<file path="config.mk">
export PLATFORM = sky130hd
export DESIGN_NAME = adder_word_sequencer
export DESIGN_NICKNAME = d
export VERILOG_FILES = /design/src/rtl/adder_word_sequencer.sv
export SDC_FILE = /design/constraint.sdc
export NUM_CORES = 1
export LEC_CHECK = 0
export CAP_MARGIN = 25
export CORE_MARGIN = 8
export CORE_UTILIZATION = 45
export CTS_CLUSTER_DIAMETER = 60
export CTS_CLUSTER_SIZE = 16
export DETAILED_ROUTE_END_ITERATION = 10
export PLACE_DENSITY = 0.76
export REMOVE_ABC_BUFFERS = 1
export SYNTH_ARGS = -nofsm -noshare
export SYNTH_HDL_FRONTEND = slang
export SYNTH_SLANG_ARGS = --single-unit
</file>
<file path="constraint.sdc">
create_clock -name clk -period 4.3 [get_ports clk]
set_input_delay 0.86 -clock clk [delete_from_list [all_inputs] [get_ports clk]]
set_output_delay 0.86 -clock clk [all_outputs]
set_load 0.05 [all_outputs]
</file>
<file path="src/rtl/adder_word_sequencer.sv">
// adder_word_sequencer: wide add/subtract built from one shared N-bit
// BinaryAdder, processed one N-bit slice per clock, LSB slice first.
// The carry between slices is held in a register; results are registered
// and held until the next accepted start or reset.

// BinaryAdder: N-bit ripple-carry adder shared by the sequencer.
module BinaryAdder #(
    parameter int n = 8
) (
    input  logic [n-1:0] A,
    input  logic [n-1:0] B,
    input  logic         Cin,
    output logic [n-1:0] Sum,
    output logic         Cout
);

    logic [n:0] w_c;

    assign w_c[0] = Cin;

    for (genvar g = 0; g < n; g++) begin : g_fa
        assign Sum[g]   = A[g] ^ B[g] ^ w_c[g];
        assign w_c[g+1] = (A[g] & B[g]) | (w_c[g] & (A[g] ^ B[g]));
    end

    assign Cout = w_c[n];

endmodule

module adder_word_sequencer #(
    parameter int N     = 8,
    parameter int WORDS = 4
) (
    input  logic                 clk,
    input  logic                 rst,
    input  logic                 start,
    input  logic                 op_sub,
    input  logic [N*WORDS-1:0]   A,
    input  logic [N*WORDS-1:0]   B,
    input  logic                 Cin,
    output logic [N*WORDS-1:0]   Sum,
    output logic                 Cout,
    output logic                 Ovf,
    output logic                 busy,
    output logic                 done
);

    localparam int W  = N * WORDS;
    localparam int IW = (WORDS > 1) ? $clog2(WORDS) : 1;
    localparam logic [IW-1:0] LAST_IDX = IW'(WORDS - 1);

    typedef enum logic [1:0] {
        S_IDLE = 2'd0,
        S_RUN  = 2'd1,
        S_DONE = 2'd2
    } state_t;

    state_t                      r_state;
    logic [WORDS-1:0][N-1:0]     r_a;
    logic [WORDS-1:0][N-1:0]     r_b;
    logic                        r_sub;
    logic                        r_carry;
    logic [IW-1:0]               r_idx;
    logic [WORDS-1:0][N-1:0]     r_sum;
    logic                        r_cout;
    logic                        r_ovf;
    logic                        r_busy;
    logic                        r_done;

    logic [N-1:0]                w_a_slice;
    logic [N-1:0]                w_b_slice;
    logic [N-1:0]                w_sum_slice;
    logic                        w_cout;
    logic                        w_a_msb;
    logic                        w_beff_msb;
    logic                        w_ovf;

    // Slice selection: subtract feeds the inverted B slice, the +1 comes
    // from the carry register being preset to 1 on start.
    always_comb begin
        w_a_slice  = r_a[r_idx];
        w_b_slice  = r_b[r_idx] ^ {N{r_sub}};
        w_a_msb    = r_a[WORDS-1][N-1];
        w_beff_msb = r_b[WORDS-1][N-1] ^ r_sub;
        // On the last slice the adder output MSB is the final Sum[W-1].
        w_ovf      = (w_a_msb == w_beff_msb) && (w_sum_slice[N-1] != w_a_msb);
    end

    BinaryAdder #(.n(N)) u_adder (
        .A    (w_a_slice),
        .B    (w_b_slice),
        .Cin  (r_carry),
        .Sum  (w_sum_slice),
        .Cout (w_cout)
    );

    // Control FSM with registered datapath and handshake outputs.
    always_ff @(posedge clk) begin
        if (rst) begin
            r_state <= S_IDLE;
            r_a     <= '0;
            r_b     <= '0;
            r_sub   <= 1'b0;
            r_carry <= 1'b0;
            r_idx   <= '0;
            r_sum   <= '0;
            r_cout  <= 1'b0;
            r_ovf   <= 1'b0;
            r_busy  <= 1'b0;
            r_done  <= 1'b0;
        end else begin
            case (r_state)
                S_IDLE, S_DONE: begin
                    r_done <= 1'b0;
                    if (start) begin
                        r_a     <= A;
                        r_b     <= B;
                        r_sub   <= op_sub;
                        r_carry <= op_sub ? 1'b1 : Cin;
                        r_idx   <= '0;
                        r_sum   <= '0;
                        r_cout  <= 1'b0;
                        r_ovf   <= 1'b0;
                        r_busy  <= 1'b1;
                        r_state <= S_RUN;
                    end else begin
                        r_busy  <= 1'b0;
                        r_state <= S_IDLE;
                    end
                end
                S_RUN: begin
                    r_sum[r_idx] <= w_sum_slice;
                    r_carry      <= w_cout;
                    if (r_idx == LAST_IDX) begin
                        r_cout  <= w_cout;
                        r_ovf   <= w_ovf;
                        r_busy  <= 1'b0;
                        r_done  <= 1'b1;
                        r_state <= S_DONE;
                    end else begin
                        r_idx <= r_idx + IW'(1);
                    end
                end
                default: begin
                    r_busy  <= 1'b0;
                    r_done  <= 1'b0;
                    r_state <= S_IDLE;
                end
            endcase
        end
    end

    assign Sum  = W'(r_sum);
    assign Cout = r_cout;
    assign Ovf  = r_ovf;
    assign busy = r_busy;
    assign done = r_done;

endmodule

</file>
==> impl_summary.txt <==
----------------------------------------------------
[Routing]
  First-iteration detailed-routing DRC count ... 242
  Post-route DRC violation count ... 0
  Total number of vias ... 3801
  Number of nets with antenna violations after routing ... 0
  Iteration count of the initial detailed-routing pass ... 4
  Routed WL ... 10.7 mm
  Drt wl/cell ... 14.4 um
  Vias/cell ... 5.10

[Logic synthesis]
  Post-synthesis sequential area ratio ... 46.2%
  Fraction of synthesized area in multiplexers ... 8.22%
  Cell taking the most area after synthesis ... sky130_fd_sc_hd__dfxtp_1
  FF+latch count, synth ... 106
  Warning count from the yosys run ... 0
  Mapped Area ... 4600 sq um
  Synth Area in Compound Gates ... 11.7%
  Number of flops mapped to enable cells by yosys ... 0
  Share of flip-flops with an asynchronous set or reset after synthesis ... 0%
  Synth cell types ... 33
  Main combinational cell family by area after synthesis ... simple AND/OR/NAND/NOR gates
  Syn avg cell area ... 8.85 sq um
  Adder-cell share of the synthesized area ... 4.57%
  Post-synthesis cell count ... 519
  Xor/xnor share of the synthesized area ... 1.72%
  Dominant cells by area after synthesis ... sky130_fd_sc_hd__dfxtp_1 (46%), sky130_fd_sc_hd__nand2_1 (13%), sky130_fd_sc_hd__a21oi_1 (11%), sky130_fd_sc_hd__mux4_2 (6.9%), sky130_fd_sc_hd__nand3_1 (3.8%)
  Synth Area in Simple Gates ... 21.7%
  Share of Yosys cell area claimed by the top area cell type ... 46.2%
  Most used DFF post-synth ... sky130_fd_sc_hd__dfxtp_1

[Floorplanning]
  Die height ... 117 um
  Floorplan core area ... 10100 sq um
  Core Rows ... 37
  Die outline area ... 13700 sq um
  Width of the die ... 117 um
  Initial core utilization ... 45.3%
  Top-level I/O count ... 105

[Finish]
  Utilization after layout ... 58.1%
  ANT cells ... 0
  Proportion of layout cells with a drive suffix above 1 ... 9.52%
  Commonest cells after routing, fill and taps aside ... sky130_fd_sc_hd__nand2_1 (157), sky130_fd_sc_hd__dfxtp_1 (105), sky130_fd_sc_hd__clkdlybuf4s50_1 (103)
  Net total in the final layout ... 686
  Filler cell count in the final layout ... 904
  Layout overhead on the synthesized area ... 28.3%
  Most frequent standard cell in the layout excluding fill and tap cells ... sky130_fd_sc_hd__nand2_1

[Timing]
  Final cycle utilization of the critical path ... 103%
  RSZ-0062 raised after global routing ... yes
  Number of endpoints failing setup at the final stage ... 4
  Shortest clock period the worst path allows after layout ... 4410 ps
  Max transition margin ... 64.1%
  Tightest Pin Transition ... 537 ps
  Slew Limit Fails ... 0
  Final Hold Vio Count ... 0
  Highest achievable clock rate ... 227 MHz
  Setup TNS ... -157 ps
  Post-route clock skew ... 12.3 ps
  Setup slack after layout ... -108 ps

[GRT]
  Global-route wire length before repair ... 17.3 mm
  Global routing met1 resource utilization ... 19.6%
  Antenna violations before repair ... 0
  Most Used Layer, Global Route ... met2
  GR Util All Layers ... 15.8%
  Met3 routing resource usage after global routing ... 2.82%
  Largest net degree at the start of global routing ... 107
  Global Route met2 Usage ... 27.0%
  Via count of the first global-routing pass ... 3789
  Total gr overflow ... 0

[CTS]
  Skew-Pair Late Insertion Delay ... 350 ps
  Buffer cell driving the clock tree root ... sky130_fd_sc_hd__clkbuf_8
  Clock slew seen by the registers of the worst setup and hold paths ... 100 ps
  Setup Buffers After CTS ... 0
  Inserted Clock Buffers ... 9
  CTS tree ... yes
  TritonCTS sink count ... 106
  Count of H-tree levels built during CTS ... 3
  CTS max path bufs ... 2
  Count of hold-fix buffers inserted at cts ... 0

[Outcome]
  Violations in the final reports ... setup timing
  Result of the run ... finished with violations

[Critical path]
  Worst path max stage delay ... 510 ps
  Nature of the critical path startpoint ... flip-flop
  Arrival time of data at the critical path endpoint ... 4700 ps
  Most numerous cell on the critical path ... sky130_fd_sc_hd__fa_2
  Critical path required time ... 4600 ps
  Path type of the worst setup path ... reg2reg
  CP max FO ... 3
  Capturing element type of the critical path ... flip-flop
  Worst-path cell with the longest stage delay ... sky130_fd_sc_hd__mux4_2
  Cell-by-cell listing of the critical path ... mux4_2, xor2_1, fa_2, fa_2, fa_2, fa_2, fa_2, fa_2, inv_2, fa_2, fa_1, or2_2, mux2i_1, a21o_1

[Pwr]
  Maximum resistive drop on vdd ... 0.197 mV
  Power density cells ... 337 nW/um^2
  Overall power ... 1.99 mW
  Static Leak ... 2.11 nW

[Placed design]
  Last weighted congestion value of the routability-driven placer ... 0.777
  # port buffers ... 104
  Final HPWL DP ... 7.83 mm
  Post-Place Worst Slack ... -410 ps

[Flow run]
  Maxcap violations ... 0

[Worst hold path]
  Worst hold path type ... reg2reg

----------------------------------------------------
final timing paths:
check / to / cells past startpoint / startpoint / slack [ps]
worst max-delay path: Ovf / 14 / r_idx[0] / -110
worst min-delay path: r_a[2] / 2 / r_a[2] / 450
worst max register to register: Ovf / 14 / r_idx[0] / -110
worst min register to register: r_a[2] / 2 / r_a[2] / 450
per-stage QoR:
step | hold WS, ps | cell area, sq um | cells
floorplan | 425 | 4340 | 478
global placement | 441 | 5630 | 728
detailed placement | 445 | 5630 | 728
CTS | 458 | 5840 | 743
global route | 474 | 5890 | 745
finish | 455 | 5890 | 745
state kept, by name (all words and copies together) (netlist names):
name	count
Sum	32
r_a	32
r_b	32
r_idx	2
r_state	2
Cout	1
Ovf	1
busy	1
done	1
r_carry	1
r_sub	1
Yosys cell counts (all sizes together), types with 2 or more instances:
master and count:
mux4 16, fa 8, nand2 157, a21oi 103, nand2b 10, dfxtp 106, nor2 6, xor2 6
clkbuf 9, and3b 4, xnor2 3, inv 5, buf 32, nand3 35, nand3b 4, ha 4
nor4b 2
per-layer routing:
metal  part of all wire [%]  up-vias
met2                     48      113
li1                       -     1904
met1                     44     1769
met4                    1.9        0
met3                    6.8       15
met5                      0        -
worst max-delay path, delay by kind of cell (launching register included):
family / cells / cell delay (ps)
adders and majority gates: 8 / 2700
AOI/OAI and AO/OA: 1 / 130
muxes: 2 / 650
buffers and inverters: 1 / 60
and+or+nand+nor: 1 / 280
DFF: 1 / 370
xor gates and xnor gates: 1 / 170
area by class of cell:
class / count / area, sq um / area share, %
clock inverters: 4 / 27.5 / 0.467
well taps: 136 / 170 / 2.89
flip-flops and latches: 106 / 2120 / 36.0
clock buffers: 11 / 151 / 2.57
inverters: 5 / 18.8 / 0.318
multi-input cells: 367 / 2230 / 37.8
repair buffers: 116 / 1170 / 19.9
logic make-up (layout without fill, tap and decap cells):
logic type | Yosys count | in the layout
simple gates | 223 | 223
mux | 17 | 17
compound gates | 106 | 106
xor+xnor | 9 | 9
flops | 106 | 106
buf+inv | 46 | 136
fa+ha+maj | 12 | 12
power by group:
group / switching (mW) / internal [mW]
Sequential: 0.0284 / 1.03
Combinational: 0.196 / 0.179
Clock: 0.317 / 0.238
Total: 0.542 / 1.45
repair_timing:
item,CTS,global route
pin swaps,1,2
endpoints found under the setup margin,10,5
resized for setup,10,1
(Power assumes the default switching activity.)
==> RTL change 1, RTL diff (same flow settings) <==
Encoding of `state_t`: now one-hot (3 bits for 3 states).
--- a/src/rtl/adder_word_sequencer.sv
+++ b/src/rtl/adder_word_sequencer.sv
@@ -49,10 +49,10 @@
     localparam int IW = (WORDS > 1) ? $clog2(WORDS) : 1;
     localparam logic [IW-1:0] LAST_IDX = IW'(WORDS - 1);
 
-    typedef enum logic [1:0] {
-        S_IDLE = 2'd0,
-        S_RUN  = 2'd1,
-        S_DONE = 2'd2
+    typedef enum logic [2:0] {
+        S_IDLE = 3'b001,
+        S_RUN  = 3'b010,
+        S_DONE = 3'b100
     } state_t;
 
     state_t                      r_state;
Formal check against the unedited RTL: no difference found for any inputs over 4 cycles, from zero or initial values and one cycle with rst high; so few cycles prove little.
==> RTL change 1 against the original RTL <==
  * Global-route usage increased by 0.98 points
  * Die area increased by 4.6%
  * Synthesized area increased by 5.3%
  * Routed wire length increased by 14%
  * Synthesized cell count decreased by 1.9%
  * Cell area increased by 4.4%
  * Combinational power decreased by 13%
  * Sequential power about the same
  * Fmax increased by 3.9%
  * First-iteration DRC count increased by 50%
  * Setup slack improved by 170 ps
  * Sequential cell count increased by 1
  * Core utilization decreased by 0.35 points
  * Total power increased by 0.68%
  * Critical endpoint unchanged
  * Highest routed layer unchanged
==> RTL change 1: results (changes against the original RTL) <==
** Logic synthesis
- Synthesized-area fraction occupied by adder cells :: 4.34% (-0.23 points)
- Library cells used by synthesis :: 42 (+27%)
- Post-synthesis area per instance :: 9.51 um2 (+7.4%)
- Ranked by total cell area, the synthesized netlist is headed by dfxtp_1 44%, a21oi_1 7.7%, mux4_2 7.4%.
- Register area share after synthesis :: 44.2% (-1.9 points)
- The proportion of synthesized area in mux cells is 7.65% (-0.57 points).
- Top post-synthesis cells by count :: 107 x dfxtp_1, 74 x a21oi_1, 65 x nand3_1, 65 x o21ai_0, 29 x inv_1
- The fraction of synthesized cell area in xor and xnor cells was 2.30% (+0.59 points).
- Complex-gate fraction of the synthesized area :: 22.4% (+11 points)

** Setup path
- Worst r2r path cells :: 14 (unchanged)
- The register-to-register setup slack was 60 ps (+170 ps).
- Among all stages on the critical path, the largest delay is contributed by mux4_2.
- The critical path data arrival time was 4500 ps (-200 ps).
- The highest net fanout along the worst path came to 4 (+1).

** Drt
- The routed length on met3 is 687 um (-6.5%).
- DR WL met2 :: 5.89 mm (+15%)
- Routed via count :: 4107 (+8.1%)
- The number of iterations in the first detailed-routing pass came to 7 (+3).
- The post-detailed-routing wire length is 12.2 mm (+14%).
- Number of DRC markers in iteration 0 :: 364 (+50%)

** Placement
- The setup slack at placement was -187 ps (+223 ps).
- The placed wire-length estimate after detailed placement came to 8.90 mm (+14%).
- The number of cells in the design after placement is 716 (-1.6%).
- Post-Place Cell Area :: 0.00593 mm2 (+5.2%)

** Min path
- The worst hold path terminates at r_b[22].
- Hold path startpoint :: r_b[22]

** Global route
- The global-route usage over all layers was 16.8% (+0.98 points).
- The global-route wire length before repair came to 20.0 mm (+15%).
- Number of global-route vias before repair :: 4151 (+9.6%)
- The largest net degree at the start of global routing was 68 (-36%).

** Run status
- The flow ran to the end, and the final reports show no timing, DRC or antenna violations.

** Timing
- Worst hold slack after final layout :: 481 ps (+26.3 ps)
- The transition at the pin with the smallest max-transition slack came to 1030 ps (+489 ps).
- Post-Route Skew :: 14.4 ps (+2.15 ps)

** Power and ir drop
- The leakage power figure came to 2.01 nW (-4.5%).

** Layout
- Final std cells w/o fill :: 732 (-1.7%)
- The final-stage net count is 668 (-2.6%).
- Proportion of layout cells with a drive suffix above 1 :: 10.3% (+0.78 points)

** CTS
- Resize count post-CTS :: 7 (-3)
==> RTL change 1: cell types whose count changed after synthesis, moves of 4 or more <==
cell	unedited run	this run
inv_1	5	29
a21oi_1	103	74
a32o_1	0	12
buf_4	11	3
o21ai_0	1	65
nand3_1	35	65
nand2_1	157	9
clkbuf_1	9	27
nand2b_1	10	1
a21o_1	1	5
o32ai_1	0	21
==> RTL change 1: area by class of cell <==
class                           instances  area [um2]
Tap cell                              140         175
Clock inverter                          5        61.3
Inverter                               30         113
Multi-Input combinational cell        322        2390
Timing Repair Buffer                  117        1130
Sequential cell                       107        2150
Fill cell                             919        4500
Clock buffer                           11         131
==> RTL change 1: power breakdown <==
part	total (mW)	internal, mW	switching [mW]
clock	0.611	0.272	0.339
combinational	0.326	0.155	0.171
sequential	1.06	1.03	0.0296
total	2.00	1.46	0.540
==> RTL change 1: metal layers <==
metal / vias up / GRT usage (%)
met1: 1953 / 21.0
met3: 16 / 3.90
met2: 126 / 27.7
met5: - / 0
met4: 0 / 6.25
li1: 2012 / -
==> RTL change 2, RTL diff (config.mk and constraints unchanged) <==
Made on the original files. `WORDS`: 4 -> 8.
--- a/src/rtl/adder_word_sequencer.sv
+++ b/src/rtl/adder_word_sequencer.sv
@@ -29,7 +29,7 @@
 
 module adder_word_sequencer #(
     parameter int N     = 8,
-    parameter int WORDS = 4
+    parameter int WORDS = 8
 ) (
     input  logic                 clk,
     input  logic                 rst,
Interface: changed (resized A, B and Sum); port bits go from 105 to 201. No check against the original RTL was run, so the function may have changed too.
==> RTL change 2 against the original RTL <==
  * Combinational power is 80% higher
  * Cell area up 99%
  * Core utilization up 2.1 points
  * Sequential cell count grew 97
  * Clock skew is 11 ps higher
  * Setup slack worse by 190 ps
  * Total power is 100% higher
  * The run still ends with setup timing left
  * Cell count rose by 97%
  * Routed wire length grew 130%
  * Fmax shrank 4.1%
  * Synthesized area grew 95%
  * Critical path type unchanged
==> RTL change 2: results (changes against the original RTL) <==
** Run status
- Run status :: finished, violations left
- Violations in the final reports :: setup timing

** Placement
- The placed wire-length estimate after detailed placement was 17.8 mm (+130%).
- Post-Place Cells :: 1450 (+99%)
- The routability congestion estimate from global placement is 0.761 (-2.0%).
- Post-placement setup slack :: -581 ps (-171 ps)
- The number of buffers inserted by port buffering is 200 (+92%).

** Layout
- The final-layout fill cell count is 1727 (+91%).
- Proportion of layout cells with a drive suffix above 1 :: 10.0% (+0.52 points)
- Antenna Cells :: 0 (unchanged)
- Final-stage net count :: 1346 (+96%)

** CTS
- The number of buffers created by CTS came to 16 (+7).
- The clock network latency to the later pin of the worst-skew pair was 480 ps (+130 ps).
- H-Tree Level Count :: 1 (-2)
- The clock-pin slew of the registers on the worst-case setup and hold paths came to 70 ps (-30 ps).
- Root buf cell :: clkbuf_16
- The deepest clock path buffer count was 3 (+1).

** Timing
- Min setup slack post-route :: -298 ps (-190 ps)
- Worst slew margin :: 30.6% (-33 points)
- The setup violation total in the final timing report is 14 (+10).
- The worst clock skew is 23.7 ps (+11.5 ps).

** Logic synthesis
- Yosys attributes the largest share of cell area to dfxtp_1 45%, nand2_1 12%, mux2i_1 9.3%.
- Yosys warning total :: 0 (unchanged)
- The fraction of synthesized cell area in xor and xnor cells came to 0.878% (-0.84 points).
- Library cells used by synthesis :: 46 (+39%)
- The post-synthesis compound-gate area fraction was 10.5% (-1.2 points).
- The gate count after technology mapping came to 1032 (+99%).
- Synthesized-area fraction occupied by adder cells :: 2.06% (-2.5 points)
- The proportion of synthesized area in mux cells came to 14.8% (+6.6 points).
- By count the netlist is led by 277 x nand2_1, 203 x dfxtp_1, 134 x a21oi_1.
- The share of synthesized area occupied by flip-flops and latches is 45.3% (-0.89 points).
- For this run, the leading register cell type out of synthesis is dfxtp_1.

** Drt
- The post-detailed-routing wire length came to 24.4 mm (+130%).
- The routed wirelength normalized by instance count came to 16.6 um (+15%).
- The number of violations reported at the end of detailed-routing iteration 0 came to 371 (+53%).
- Vias per std cell :: 5.10 (about the same)

** Setup path
- Arrival time reported for the critical path endpoint :: 4910 ps (+210 ps)
- The delay of the slowest critical-path stage came to 490 ps (-20 ps).
- The highest net fanout along the worst path was 4 (+1).
- Worst path slowest cell :: mux4_2

** Global route
- The global routing met2 resource utilization is 32.9% (+5.9 points).
- The global routing met3 resource utilization is 3.29% (+0.47 points).
- The via count of the first global-routing pass is 7494 (+98%).
- The global-route usage over all layers is 19.2% (+3.4 points).
- The met1 track demand over resource is 24.7% (+5.1 points).
- Maximum number of pins on one net before global-route repair :: 140 (+31%)
- The global-route wire length before repair came to 38.6 mm (+120%).

** Power and ir drop
- The leakage power figure came to 4.54 nW (+120%).
- Max VDD drop :: 0.194 mV (-1.3%)

** Min path
- Path class of the lowest-slack min-delay path :: reg2reg
==> RTL change 2: final timing paths <==
path / from / end / slack, ps / depth (start not counted)
worst max register to register: r_idx[0] / Ovf / -300 / 15
worst min register to register: r_a[42] / r_a[42] / 450 / 2
worst max-delay path: r_idx[0] / Ovf / -300 / 15
worst min-delay path: r_a[42] / r_a[42] / 450 / 2
==> RTL change 2: per-stage QoR <==
| stage | total power, mW | TNS, ps | hold WS [ps] | instance area, um2 |
|---|---|---|---|---|
| floorplan | 2.40 | -202080 | 426 | 8550 |
| global placement | 2.70 | -6230 | 441 | 11200 |
| detailed placement | 2.72 | -7970 | 447 | 11200 |
| CTS | 4.11 | -2470 | 457 | 11700 |
| global route | 4.25 | -4370 | 470 | 11800 |
| finish | 4.07 | -2450 | 455 | 11800 |
==> RTL change 2: area by class of cell <==
cell class,instances,area [um2],area share (%)
multi-input cells,745,4560,38.8
repair buffers,236,2330,19.9
inverters,1,3.75,0.0319
flip-flops and latches,203,4070,34.6
well taps,265,332,2.82
clock buffers,20,457,3.88
==> RTL change 2: critical path, delay by kind of cell, from the launching register on <==
family	cells	cell delay, ps
adders and majority gates	8	2760
muxes	3	910
DFF	1	380
and+or+nand+nor	2	210
AOI/OAI and AO/OA	1	120
buffers and inverters	1	60
==> RTL change 2: kinds of logic (layout without fill, tap and decap cells) <==
logic type / after synthesis / in the layout
AOI/OAI and AO/OA: 169 / 169
xor gates and xnor gates: 9 / 9
adders and majority gates: 10 / 10
buffers and inverters: 84 / 257
DFF: 203 / 203
muxes: 118 / 118
and+or+nand+nor: 439 / 439
==> RTL change 2: power breakdown <==
group / total (mW) / switching, mW / internal [mW]
Clock: 1.38 / 0.639 / 0.741
Sequential: 2.01 / 0.0507 / 1.96
Combinational: 0.675 / 0.364 / 0.311
==> RTL change 2: timing repair <==
item / CTS / global route
resized for setup: 16 / 7
buffers inserted: 0 / 0
setup endpoints to repair: 19 / 19
hold buffers: 0 / 0
pin swaps: 2 / 5
==> RTL change 2: layer usage <==
metal  vias up  part of all wire, %  wire (um)
li1       3740                    -          -
met1      3538                   44      10800
met2       195                   48      11700
met3        27                  6.0       1460
met4         0                  1.7        404
met5         -                    0          0
